[src/rtl/axis_tx_arbiter_pkg.sv]
// axis_tx_arbiter_pkg: shared FSM state, mode and active-source encodings plus the grant decision
package axis_tx_arbiter_pkg;

    localparam logic [1:0] ST_IDLE = 2'd0;
    localparam logic [1:0] ST_GNT0 = 2'd1;
    localparam logic [1:0] ST_GNT1 = 2'd2;

    localparam logic [1:0] MODE_S0   = 2'd0;
    localparam logic [1:0] MODE_S1   = 2'd1;
    localparam logic [1:0] MODE_RR   = 2'd2;
    localparam logic [1:0] MODE_HOLD = 2'd3;

    localparam logic [1:0] SRC_NONE = 2'd0;
    localparam logic [1:0] SRC_S0   = 2'd1;
    localparam logic [1:0] SRC_S1   = 2'd2;

    // Decision taken in IDLE; rr_s1 means s1 wins a tie because s0 finished the last frame
    function automatic logic [1:0] pick_grant(input logic [1:0] mode, input logic v0, input logic v1, input logic rr_s1);
        return (mode == MODE_S0) ? (v0 ? ST_GNT0 : ST_IDLE) :
               (mode == MODE_S1) ? (v1 ? ST_GNT1 : ST_IDLE) :
               (mode == MODE_RR) ? ((v0 && v1) ? (rr_s1 ? ST_GNT1 : ST_GNT0) :
                                    v0 ? ST_GNT0 : v1 ? ST_GNT1 : ST_IDLE) :
               ST_IDLE;
    endfunction

endpackage

[src/rtl/axis_tx_arbiter_if.sv]
// axis_tx_arbiter_if: one AXI-Stream channel with producer (master) and consumer (slave) views
interface axis_tx_arbiter_if #(
    parameter int DATA_W = 32,
    parameter int KEEP_W = DATA_W / 8
);
    logic [DATA_W-1:0] tdata;
    logic [KEEP_W-1:0] tkeep;
    logic              tvalid;
    logic              tlast;
    logic              tuser;
    logic              tready;

    modport master (output tdata, output tkeep, output tvalid, output tlast, output tuser, input tready);
    modport slave  (input tdata, input tkeep, input tvalid, input tlast, input tuser, output tready);
endinterface

[src/rtl/axis_skid_buf.sv]
// axis_skid_buf: 2-entry registered AXI-Stream stage, full throughput with a registered ready
module axis_skid_buf #(
    parameter int DATA_W = 32,
    parameter int KEEP_W = DATA_W / 8
) (
    input  logic              clk,
    input  logic              rst,
    input  logic [DATA_W-1:0] i_tdata,
    input  logic [KEEP_W-1:0] i_tkeep,
    input  logic              i_tlast,
    input  logic              i_tuser,
    input  logic              i_tvalid,
    output logic              o_tready,
    output logic [DATA_W-1:0] o_tdata,
    output logic [KEEP_W-1:0] o_tkeep,
    output logic              o_tlast,
    output logic              o_tuser,
    output logic              o_tvalid,
    input  logic              i_tready
);
    localparam int PW = DATA_W + KEEP_W + 2;

    logic [PW-1:0] r_d0;
    logic [PW-1:0] r_d1;
    logic [PW-1:0] w_in;
    logic [1:0]    r_cnt;
    logic          w_push;
    logic          w_pop;

    assign w_in     = {i_tuser, i_tlast, i_tkeep, i_tdata};
    assign o_tready = (r_cnt != 2'd2);
    assign o_tvalid = (r_cnt != 2'd0);
    assign w_push   = i_tvalid & o_tready;
    assign w_pop    = o_tvalid & i_tready;
    assign {o_tuser, o_tlast, o_tkeep, o_tdata} = r_d0;

    // Occupancy: the only state that needs clearing, so reset drops every buffered beat
    always_ff @(posedge clk or posedge rst) begin
        if (rst)
            r_cnt <= 2'd0;
        else
            r_cnt <= r_cnt + {1'b0, w_push} - {1'b0, w_pop};
    end

    // Payload: head in r_d0, overflow in r_d1; head only moves on pop so it holds while stalled
    always_ff @(posedge clk) begin
        if (w_pop)
            r_d0 <= (r_cnt == 2'd2) ? r_d1 : w_in;
        else if (w_push && r_cnt == 2'd0)
            r_d0 <= w_in;
        if (w_push && !w_pop && r_cnt == 2'd1)
            r_d1 <= w_in;
    end
endmodule

[src/rtl/axis_tx_arbiter.sv]
// axis_tx_arbiter: frame-atomic arbiter of PRBS (s0) and loopback (s1) streams onto the MAC TX stream
module axis_tx_arbiter
    import axis_tx_arbiter_pkg::*;
#(
    parameter int DATA_W = 32,
    parameter int KEEP_W = DATA_W / 8,
    parameter int CNT_W  = 16
) (
    input  logic              tx_axis_usrclk,
    input  logic              reset_in,
    axis_tx_arbiter_if.slave  s0,
    axis_tx_arbiter_if.slave  s1,
    axis_tx_arbiter_if.master m,
    input  logic [1:0]        mode,
    output logic [1:0]        active_src,
    output logic [CNT_W-1:0]  frames_s0,
    output logic [CNT_W-1:0]  frames_s1,
    input  logic              clr_cnt
);
    logic [1:0]        r_state;
    logic [1:0]        w_state_nxt;
    logic              r_rr_s1;
    logic [CNT_W-1:0]  r_frames_s0;
    logic [CNT_W-1:0]  r_frames_s1;
    logic              w_sel1;
    logic              w_skid_rdy;
    logic              w_in_valid;
    logic [DATA_W-1:0] w_in_data;
    logic [KEEP_W-1:0] w_in_keep;
    logic              w_in_last;
    logic              w_in_user;
    logic              w_last0;
    logic              w_last1;

    assign w_sel1     = (r_state == ST_GNT1);
    assign s0.tready  = (r_state == ST_GNT0) & w_skid_rdy;
    assign s1.tready  = w_sel1 & w_skid_rdy;
    assign w_in_valid = (r_state == ST_GNT0) ? s0.tvalid : w_sel1 ? s1.tvalid : 1'b0;
    assign w_in_data  = w_sel1 ? s1.tdata : s0.tdata;
    assign w_in_keep  = w_sel1 ? s1.tkeep : s0.tkeep;
    assign w_in_last  = w_sel1 ? s1.tlast : s0.tlast;
    assign w_in_user  = w_sel1 ? s1.tuser : s0.tuser;
    assign w_last0    = s0.tvalid & s0.tready & s0.tlast;
    assign w_last1    = s1.tvalid & s1.tready & s1.tlast;
    assign active_src = (r_state == ST_GNT0) ? SRC_S0 : w_sel1 ? SRC_S1 : SRC_NONE;
    assign frames_s0  = r_frames_s0;
    assign frames_s1  = r_frames_s1;

    // Grants are only decided in IDLE, so a mode change never cuts into a frame
    always_comb begin
        w_state_nxt = (r_state == ST_IDLE) ? pick_grant(mode, s0.tvalid, s1.tvalid, r_rr_s1) :
                      (w_last0 | w_last1) ? ST_IDLE : r_state;
    end

    // Grant state and round-robin pointer, which remembers who finished the last frame
    always_ff @(posedge tx_axis_usrclk or posedge reset_in) begin
        if (reset_in) begin
            r_state <= ST_IDLE;
            r_rr_s1 <= 1'b0;
        end else begin
            r_state <= w_state_nxt;
            if (w_last0)
                r_rr_s1 <= 1'b1;
            else if (w_last1)
                r_rr_s1 <= 1'b0;
        end
    end

    // Completed-frame counters: clear beats a simultaneous increment, saturate at all-ones
    always_ff @(posedge tx_axis_usrclk or posedge reset_in) begin
        if (reset_in) begin
            r_frames_s0 <= '0;
            r_frames_s1 <= '0;
        end else begin
            r_frames_s0 <= clr_cnt ? '0 : (w_last0 && !(&r_frames_s0)) ? r_frames_s0 + CNT_W'(1) : r_frames_s0;
            r_frames_s1 <= clr_cnt ? '0 : (w_last1 && !(&r_frames_s1)) ? r_frames_s1 + CNT_W'(1) : r_frames_s1;
        end
    end

    axis_skid_buf #(.DATA_W(DATA_W), .KEEP_W(KEEP_W)) u_skid (
        .clk      (tx_axis_usrclk),
        .rst      (reset_in),
        .i_tdata  (w_in_data),
        .i_tkeep  (w_in_keep),
        .i_tlast  (w_in_last),
        .i_tuser  (w_in_user),
        .i_tvalid (w_in_valid),
        .o_tready (w_skid_rdy),
        .o_tdata  (m.tdata),
        .o_tkeep  (m.tkeep),
        .o_tlast  (m.tlast),
        .o_tuser  (m.tuser),
        .o_tvalid (m.tvalid),
        .i_tready (m.tready)
    );
endmodule

[src/flat_wrapper.sv]
// flat-port wrapper written by rule: the top's interface ports become plain ports
module axis_tx_arbiter_flat import axis_tx_arbiter_pkg::*;
#(
    parameter int DATA_W = 32,
    parameter int KEEP_W = DATA_W / 8,
    parameter int CNT_W  = 16
)
  (tx_axis_usrclk, reset_in, mode, active_src, frames_s0, frames_s1, clr_cnt, s0_tdata, s0_tkeep, s0_tvalid, s0_tlast, s0_tuser, s0_tready, s1_tdata, s1_tkeep, s1_tvalid, s1_tlast, s1_tuser, s1_tready, m_tdata, m_tkeep, m_tvalid, m_tlast, m_tuser, m_tready);
  axis_tx_arbiter_if #(.DATA_W(DATA_W), .KEEP_W(KEEP_W)) s0_i ();
  axis_tx_arbiter_if #(.DATA_W(DATA_W), .KEEP_W(KEEP_W)) s1_i ();
  axis_tx_arbiter_if #(.DATA_W(DATA_W), .KEEP_W(KEEP_W)) m_i ();
  input  logic tx_axis_usrclk;
  input  logic reset_in;
  input  logic [1:0] mode;
  output logic [1:0] active_src;
  output logic [CNT_W-1:0] frames_s0;
  output logic [CNT_W-1:0] frames_s1;
  input  logic clr_cnt;
  input wire logic [$bits(s0_i.tdata)-1:0] s0_tdata;
  input wire logic [$bits(s0_i.tkeep)-1:0] s0_tkeep;
  input wire logic [$bits(s0_i.tvalid)-1:0] s0_tvalid;
  input wire logic [$bits(s0_i.tlast)-1:0] s0_tlast;
  input wire logic [$bits(s0_i.tuser)-1:0] s0_tuser;
  output wire logic [$bits(s0_i.tready)-1:0] s0_tready;
  input wire logic [$bits(s1_i.tdata)-1:0] s1_tdata;
  input wire logic [$bits(s1_i.tkeep)-1:0] s1_tkeep;
  input wire logic [$bits(s1_i.tvalid)-1:0] s1_tvalid;
  input wire logic [$bits(s1_i.tlast)-1:0] s1_tlast;
  input wire logic [$bits(s1_i.tuser)-1:0] s1_tuser;
  output wire logic [$bits(s1_i.tready)-1:0] s1_tready;
  output wire logic [$bits(m_i.tdata)-1:0] m_tdata;
  output wire logic [$bits(m_i.tkeep)-1:0] m_tkeep;
  output wire logic [$bits(m_i.tvalid)-1:0] m_tvalid;
  output wire logic [$bits(m_i.tlast)-1:0] m_tlast;
  output wire logic [$bits(m_i.tuser)-1:0] m_tuser;
  input wire logic [$bits(m_i.tready)-1:0] m_tready;
  assign s0_i.tdata = s0_tdata;
  assign s0_i.tkeep = s0_tkeep;
  assign s0_i.tvalid = s0_tvalid;
  assign s0_i.tlast = s0_tlast;
  assign s0_i.tuser = s0_tuser;
  assign s0_tready = s0_i.tready;
  assign s1_i.tdata = s1_tdata;
  assign s1_i.tkeep = s1_tkeep;
  assign s1_i.tvalid = s1_tvalid;
  assign s1_i.tlast = s1_tlast;
  assign s1_i.tuser = s1_tuser;
  assign s1_tready = s1_i.tready;
  assign m_tdata = m_i.tdata;
  assign m_tkeep = m_i.tkeep;
  assign m_tvalid = m_i.tvalid;
  assign m_tlast = m_i.tlast;
  assign m_tuser = m_i.tuser;
  assign m_i.tready = m_tready;
  axis_tx_arbiter #(.DATA_W(DATA_W), .KEEP_W(KEEP_W), .CNT_W(CNT_W)) u_core (.tx_axis_usrclk(tx_axis_usrclk), .reset_in(reset_in), .s0(s0_i), .s1(s1_i), .m(m_i), .mode(mode), .active_src(active_src), .frames_s0(frames_s0), .frames_s1(frames_s1), .clr_cnt(clr_cnt));
endmodule
[config.mk]
export PLATFORM = sky130hd
export DESIGN_NAME = axis_tx_arbiter_flat
export DESIGN_NICKNAME = d
export VERILOG_FILES = /design/src/rtl/axis_tx_arbiter_pkg.sv /design/src/rtl/axis_tx_arbiter_if.sv /design/src/rtl/axis_skid_buf.sv /design/src/rtl/axis_tx_arbiter.sv /design/src/flat_wrapper.sv
export SDC_FILE = /design/constraint.sdc
export NUM_CORES = 1
export LEC_CHECK = 0
export CAP_MARGIN = 20
export CELL_PAD_IN_SITES_DETAIL_PLACEMENT = 1
export CELL_PAD_IN_SITES_GLOBAL_PLACEMENT = 2
export CORE_ASPECT_RATIO = 0.9
export CORE_MARGIN = 5
export CORE_UTILIZATION = 27
export CTS_CLUSTER_DIAMETER = 30
export DETAILED_ROUTE_END_ITERATION = 16
export PLACE_DENSITY_LB_ADDON = 0.1
export SKIP_CTS_REPAIR_TIMING = 1
export SYNTH_ARGS = -nofsm -noshare
export SYNTH_HDL_FRONTEND = slang
export SYNTH_SLANG_ARGS = --single-unit
[constraint.sdc]
create_clock -name tx_axis_usrclk -period 3.9 [get_ports tx_axis_usrclk]
set_clock_uncertainty 0.2 [all_clocks]
set_input_delay 1.17 -clock tx_axis_usrclk [delete_from_list [all_inputs] [get_ports tx_axis_usrclk]]
set_output_delay 1.17 -clock tx_axis_usrclk [all_outputs]
set_load 0.005 [all_outputs]
Yosys cells after proc, flatten, opt, wreduce, memory -nomap -nowiden

Index checks and enable logic that the tools add are counted.

Flip-flop bits (word level): 113
Output and inout bits: 75
Input bits: 84
Logic and storage cells: 74

$add $sub $neg: 4
Reductions and logical operators: 20
Mux-type cells: 27
Equal/unequal tests: 7
Bitwise gates (word level): 9

Operators with widths:

| operator              | number |
|---|---|
| $mux 38               | 3 |
| $mux 16               | 4 |
| $add 16x1->16 const B | 2 |
| $mux 32               | 1 |
| $reduce_and 16->1     | 2 |
| $mux 2                | 11 |
| $reduce_bool 2->1     | 6 |
| $and 1x1->1           | 8 |
| $mux 1                | 7 |
| $eq 2x1->1 const B    | 3 |
| $eq 2x2->1 const B    | 3 |
| $logic_and 1x1->1     | 6 |
| $logic_not 2->1       | 3 |
| $mux 4                | 1 |
| $logic_not 1->1       | 3 |
| $add 2x1->2           | 1 |
| $ne 2x2->1 const B    | 1 |
| $sub 2x1->2           | 1 |
| $or 1x1->1            | 1 |

Longest topological paths before layout

Gate-level depths: netlist of the first run.

Depth in word-level cells: 7
Mapped depth: 8
Depth with buffers taken out: 8

Cells and area by module

A second synthesis of the first run with hierarchy kept.

Cell total of the unflattened synthesis: 499
Area total of the unflattened synthesis: 5622.9 um2

Modules (own cells, without submodules):

| module          | sequential area each (um2) | area an instance (um2) | cells an instance | instances |
|---|---|---|---|---|
| axis_skid_buf   | 2332.2                     | 2990.4                 | 136               | 1 |
| axis_tx_arbiter | 875.8                      | 2632.5                 | 363               | 1 |

Least setup slack after synthesis of the first run

OpenSTA, ideal clock, no wires.

Kind: input to register
From: input s0_tvalid
To: register u_core.u_skid.r_d1[0] (enable)
Buffers on the path: 0
Stages: 3
Setup slack: -0.869 ns
Arrival: 4.089 ns
Cells stage by stage: and3b_1 o21ai_0 nor3_1

Longest elaborated chain between the ends: 4

Ends and longest elaborated chain:

| what                            | RTL line              | RTL |
|---|---|---|
| start, declared                 | flat_wrapper.sv:21    | `input wire logic [$bits(s0_i.tvalid)-1:0] s0_tvalid;` |
| $mux 1                          | axis_tx_arbiter.sv:38 | `assign w_in_valid = (r_state == ST_GNT0) ? s0.tvalid : w_sel1 ? s1.tvalid : 1'b0;` |
| $and 1x1->1                     | axis_skid_buf.sv:33   | `assign w_push = i_tvalid & o_tready;` |
| $logic_and 1x1->1 (2 in series) | axis_skid_buf.sv:51   | `if (w_push && !w_pop && r_cnt == 2'd1)` |
| end signal, assigned            | axis_skid_buf.sv:52   | `r_d1 <= w_in;` |
| end, declared                   | axis_skid_buf.sv:24   | `logic [PW-1:0] r_d1;` |

Every way passes these cells.
A chain may end at the register's enable or synchronous reset.

Worst setup path after layout of the first run

From: register u_core.u_skid.r_cnt[1]
To: output s1_tready

Longest elaborated chain between the ends: 2

Ends and longest elaborated chain:

| what                   | RTL line              | RTL |
|---|---|---|
| start, declared        | axis_skid_buf.sv:26   | `logic [1:0] r_cnt;` |
| start signal, assigned | axis_skid_buf.sv:42   | `r_cnt <= r_cnt + {1'b0, w_push} - {1'b0, w_pop};` |
| $ne 2x2->1             | axis_skid_buf.sv:31   | `assign o_tready = (r_cnt != 2'd2);` |
| $and 1x1->1            | axis_tx_arbiter.sv:37 | `assign s1.tready = w_sel1 & w_skid_rdy;` |
| end, declared          | flat_wrapper.sv:30    | `output wire logic [$bits(s1_i.tready)-1:0] s1_tready;` |

Every way passes these cells.

==> results of run 1 <==
-- report_power, final --
group	internal, µW	switching, µW
Sequential	1690	118
Combinational	786	749
Clock	1080	594
-- layer usage --
layer  vias to the layer above  share of wire [%]  track usage, %
li1                       2129                  -               -
met1                      2190                 46           17.94
met2                        93                 49           23.88
met3                        10                4.5           3.971
met4                         0               0.85           3.742
met5                         -                  0               0
-- final cells by class --
cell class	instances	area [µm²]	share of cell area, %
Multi-Input combinational cell	346	2135	26.57
Tap cell	255	319.1	3.971
Timing Repair Buffer	170	1707	21.24
Clock buffer	18	429.2	5.342
Clock inverter	14	202.7	2.523
Inverter	9	33.78	0.4205
Sequential cell	113	3208	39.93
-- cell usage in the layout, fill, tap and decap left out, types with 6 or more instances in the layout --
cell	Yosys	layout
nor2b_1	10	10
or3_1	6	6
o21ai_0	8	8
clkbuf_16	0	17
nor2_1	14	14
clkdlybuf4s50_1	0	158
nand3_1	11	11
nand4_1	6	6
or4_1	11	11
inv_1	9	9
nand2_1	135	134
buf_4	0	8
nor4_1	7	7
a21oi_1	21	21
o31ai_1	10	10
edfxtp_1	76	76
dfrtp_1	37	37
mux2_2	43	43
-- logic make-up after synthesis --
| family | count (synthesis) |
|---|---|
| multiplexers | 51 |
| adder cells (fa/ha/maj) | 3 |
| AO/OA/AOI/OAI | 63 |
| AND/OR/NAND/NOR | 229 |
| buffers and inverters | 33 |
| flip-flops | 113 |
-- stage by stage --
step,power [µW],setup WS [ns],hold slack [ns],cells
after detailed placement,3417,0.04925,0.3318,892
after CTS,5124,0.2671,0.3465,924
after global placement,3379,0.3237,0.3132,892
final,5018,0.3099,0.3399,925
after global routing,5319,0.1466,0.3553,925
after floorplan,2564,0.2806,0.2700,492
-- state kept, by name (all words and copies together), names as in the netlist --
register             flops
u_core.r_state           2
u_core.u_skid.r_d0      38
u_core.frames_s1        16
u_core.u_skid.r_d1      38
u_core.u_skid.r_cnt      2
u_core.r_rr_s1           1
u_core.frames_s0        16
-- worst register-to-register path, cell delays in order, from the launching register on --
cell and delay, ns:
dfrtp_1 0.46, nand2b_2 0.40, buf_4 0.35, or4_4 0.64
nor4_1 0.33, mux2_1 0.35
-- cells in the mapped netlist (5+ instances only) --
cell type | count | share of area (%)
a211oi_1 | 5 | 0.69
a21oi_1 | 21 | 1.9
clkbuf_1 | 17 | 1.2
dfrtp_1 | 37 | 17
edfxtp_1 | 76 | 42
inv_1 | 9 | 0.62
mux2_1 | 5 | 1.0
mux2_2 | 43 | 8.8
nand2_1 | 135 | 9.3
nand2b_1 | 5 | 0.57
nand3_1 | 11 | 1.0
nand4_1 | 6 | 0.69
nor2_1 | 14 | 0.96
nor2b_1 | 10 | 1.1
nor3_1 | 6 | 0.55
nor4_1 | 7 | 0.80
o21ai_0 | 8 | 0.73
o31ai_1 | 10 | 1.4
or3_1 | 6 | 0.69
or4_1 | 11 | 1.5
-- worst max path at each step --
| stage | depth (start not counted) | to | slack, ns |
|---|---|---|---|
| 2_1_floorplan | 3 | u_core.u_skid.r_d1[0] | 0.28 |
| 3_3_place_gp | 9 | u_core.u_skid.r_cnt[1] | 0.32 |
| 3_5_place_dp | 9 | u_core.u_skid.r_cnt[1] | 0.05 |
| 4_1_cts | 3 | s1_tready | 0.27 |
| 5_1_grt | 3 | s1_tready | 0.15 |
| 6_report | 3 | s1_tready | 0.31 |
==> run metrics, run 1 <==
wire per inst=17.73 µm; Worst Setup SP=u_core.u_skid.r_cnt[1]; count of final setup violators=0; nets=744; Slew @ Worst Pin=around 0.71 ns; total gr overflow=0; DR vias=4422; Setup CP Type=flip-flop to primary output; DR iter-0 viols=207; Avg Synthesized Cell Area=around 11 µm²; Min-Delay Path Class=flip-flop to flip-flop; ys flop type=edfxtp_1; GRT Overall Usage=14.16%; max cap viols=0; DRT Pass-1 Iters=4; simple-gate portion of the synthesized area=19.86%; Synth warnings=0; Worst Hold Depth=2; synthesized flop and latch total=113; Core Rows=49; total core area=about 20000 µm²; Final Cell Area=around 8000 µm²; final-report max-slew violation count=0; reg2reg setup slack=between 1 and 1.5 ns; fin crit period=around 3.6 ns; post-synthesis sequential area ratio=between 50% and 60%; Crit path max-delay family=simple AND/OR/NAND/NOR gates; Gate Count Post-Synth=492; Syn Std Cell Area=5474 µm²; fin util=between 40% and 50%; CP max stage delay=about 0.63 ns; CP Max Fanout=9; H-tree depth=4; # IOs=between 150 and 200; Leak=0.003068 µW; compound-cell area share of the yosys netlist=7.726%; Synth async-reset ratio=32.74%; die width=between 150 and 200 µm; Post-DP HPWL=~12000 µm; worst-path cell chain=nor2b_1 > nor2_1 > clkdlybuf4s50_1; clk_lat worst skew=0.41 ns; chip height=around 150 µm; WP buf/inv=1; Fin. Hold Viols=0; Filler cells=2165; Area Overhead vs Synth=46.77%; worst rel slew slack=52.45%; Synth Area in XOR/XNOR=0%; Placement Cell Area=7397 µm²; Max IR drop VDD=0.3349 mV; WP data required=2.53 ns; Post-synth EDFFs=76; share of post-route cells with drive strength above 1=14.33%; clk buf depth=2; CTS buffer count=17; Max Fclk=between 200 and 300 MHz; root buffer cell=clkbuf_16; Hold Path Origin=u_core.r_rr_s1; vias per cell=4.781; Placer Congestion=0.7674; r2r endpoint=u_core.frames_s1[15]; r2r worst-path depth=5; Syn Nets=579; CTS tree=yes; number of port buffers=158; Tcrit/Tclk final=~90%; unrepaired setup endpoints after global routing=no; routed wire length=16400 µm; setup tns final=0 ns; Synth Area in Adders=less than 1%; initial antenna violation count=0; multiplexer area fraction after synthesis=10.42%; CTS clock-pin slew for the worst setup and hold paths=0.05 ns; CP max-delay cell=nor2b_1; first-pass GRT wire length=26400 µm; Detail Route Antenna Nets=0; Starting Density=between 20% and 30%; Hold EP=u_core.r_rr_s1; crit path launch type=flip-flop; reg2reg start=u_core.r_state[0]; largest net degree at the start of global routing=39; outcome=finished clean; vias in the first global route=4759; Crit path arrival time=2.22 ns; die area=23230 µm²; Synth cell types=48; pwr/cell area=624.6 nW/µm²; number of remaining DRC errors=0; CP Capture Type=primary output; largest family of logic cells by synthesized area=simple AND/OR/NAND/NOR gates; Diodes inserted=0; clock sink total=between 100 and 150
Power figures use the tool's default switching activity.
==> run 2: changes to the inputs <==
--- a/config.mk
+++ b/config.mk
@@ -15,6 +15,7 @@
 export DETAILED_ROUTE_END_ITERATION = 16
 export PLACE_DENSITY_LB_ADDON = 0.1
 export SKIP_CTS_REPAIR_TIMING = 1
+export SLEW_MARGIN = 20
 export SYNTH_ARGS = -nofsm -noshare
 export SYNTH_HDL_FRONTEND = slang
 export SYNTH_SLANG_ARGS = --single-unit
==> run metrics, run 2 (synthesis gave the netlist of run 1 again) <==
Worst Hold Depth=2 (unchanged); GR peak layer=met2; vias per cell=4.784 (about the same); Reg area=3208 µm² (unchanged); CTS clock-pin slew for the worst setup and hold paths=0.05 ns (about the same); unrepaired setup endpoints after global routing=no; number of remaining DRC errors=0 (unchanged); Diodes inserted=0 (unchanged); worst rel slew slack=52.45% (about the same); GR Layer Usage met3=3.971% (unchanged); Min-Delay Path Class=flip-flop to flip-flop; Leak=0.003063 µW (-0.15%); Placer Congestion=0.7674 (unchanged); WP data required=2.53 ns (about the same); clock sink total=113 (unchanged); setup tns final=0 ns (unchanged); CP Capture Type=primary output; footprint of the multi-input gates=2141 µm² (+0.29%); routed wire length=16430 µm (+0.18%); Fin. Hold Viols=0 (unchanged); CTS tree=yes; commonest non-fill, non-tap cell in the layout=clkdlybuf4s50_1; chip height=145.1 µm (unchanged); total gr overflow=0 (unchanged); clk buf depth=2 (unchanged); DRT Pass-1 Iters=4 (unchanged); Regs by FF count=u_core.u_skid.r_d0 x38, u_core.u_skid.r_d1 x38; Filler cells=2164 (-0.046%); CTS buffer count=17 (unchanged); met1 Use GR=17.94% (unchanged); Core Rows=49 (unchanged); max cap viols=0 (unchanged); count of final setup violators=0 (unchanged); outcome=finished clean; die width=160.1 µm (unchanged); CP Max Fanout=9 (unchanged); fin crit period=3.590 ns (-0.0002070 ns); # IOs=159 (unchanged); Slew @ Worst Pin=0.7117 ns (+0.00002092 ns); vias in the first global route=4759 (unchanged); clk_lat worst skew=0.41 ns (about the same); fin util=40.20% (about the same); Placement Setup Slack=0.04925 ns (unchanged); Max IR drop VDD=0.3346 mV (about the same); met2 Use GR=23.88% (unchanged); Placed Instances=892 (unchanged); number of port buffers=158 (unchanged); share of post-route cells with drive strength above 1=14.35% (+0.021 points); DR vias=4420 (-0.045%); total core area=19990 µm² (unchanged); Crit path arrival time=2.22 ns (about the same); initial antenna violation count=0 (unchanged); r2r worst-path depth=5 (unchanged); final worst slack=0.3101 ns (+0.0002070 ns); final hold slack=0.3399 ns (-0.000001000 ns); Tcrit/Tclk final=92.05% (about the same); wire per inst=17.78 µm (+0.29%); GRT Overall Usage=14.16% (unchanged); Post-DP HPWL=11610 µm (unchanged); first-pass GRT wire length=26400 µm (unchanged); DR iter-0 viols=224 (+8.2%); Detail Route Antenna Nets=0 (unchanged); die area=23230 µm² (unchanged); largest net degree at the start of global routing=39 (unchanged); Max Fclk=278.6 MHz (about the same); crit path launch type=flip-flop; final-report max-slew violation count=0 (unchanged); Starting Density=27.39% (unchanged); Setup CP Type=flip-flop to primary output; post-route insts no fill=924 (-0.11%); H-tree depth=4 (unchanged); nets=743 (-0.13%); Area Overhead vs Synth=46.79% (about the same); pwr/cell area=624.4 nW/µm² (about the same); most frequent cells in the layout=clkdlybuf4s50_1, nand2_1, edfxtp_1; root buffer cell=clkbuf_16
## run 2: cell count changes in the layout (fill, tap and decap cells not counted), sizes merged
cell    delta
clkbuf     -1
## run 2: layout make-up
class	instances	share of cell area, %
flip-flops and latches	113	39.93
multi-input cells	346	26.64
repair buffers	169	21.18
clock buffers	18	5.341
well taps	255	3.971
clock inverters	14	2.523
inverters	9	0.4204
## run 2: where the power goes
group          switching [µW]  leakage, µW  internal, µW
sequential                118      0.00122          1690
clock                     593     0.000294          1080
combinational             749      0.00155           786
## run 2: worst paths after layout
kind / start / end / slack [ns]
min in group asynchronous: reset_in / u_core.frames_s0[11] / 1.01
max in group asynchronous: reset_in / u_core.frames_s1[12] / 2.11
setup / recovery: u_core.u_skid.r_cnt[1] / s1_tready / 0.31
hold reg to reg: u_core.r_rr_s1 / u_core.r_rr_s1 / 0.34
setup reg to reg: u_core.r_state[0] / u_core.frames_s1[15] / 1.05
hold / removal: u_core.r_rr_s1 / u_core.r_rr_s1 / 0.34
## run 2: stage by stage
stage,total power (µW),instance area [µm²]
finish,5017,8035
global route,5319,8035
CTS,5124,8029
detailed placement,3417,7397
global placement,3379,7397
floorplan,2564,5479
## run 2: per-layer routing
metal | up-vias | routed length [µm]
li1 | 2130 | -
met4 | 0 | 140
met1 | 2187 | 7549
met2 | 93 | 8008
met5 | - | 0
met3 | 10 | 734
## run 2: critical path, stage by stage, from the launching register on
cell	delay, ns
dfrtp_1	0.52
nor2b_1	0.63
nor2_1	0.12
clkdlybuf4s50_1	0.53
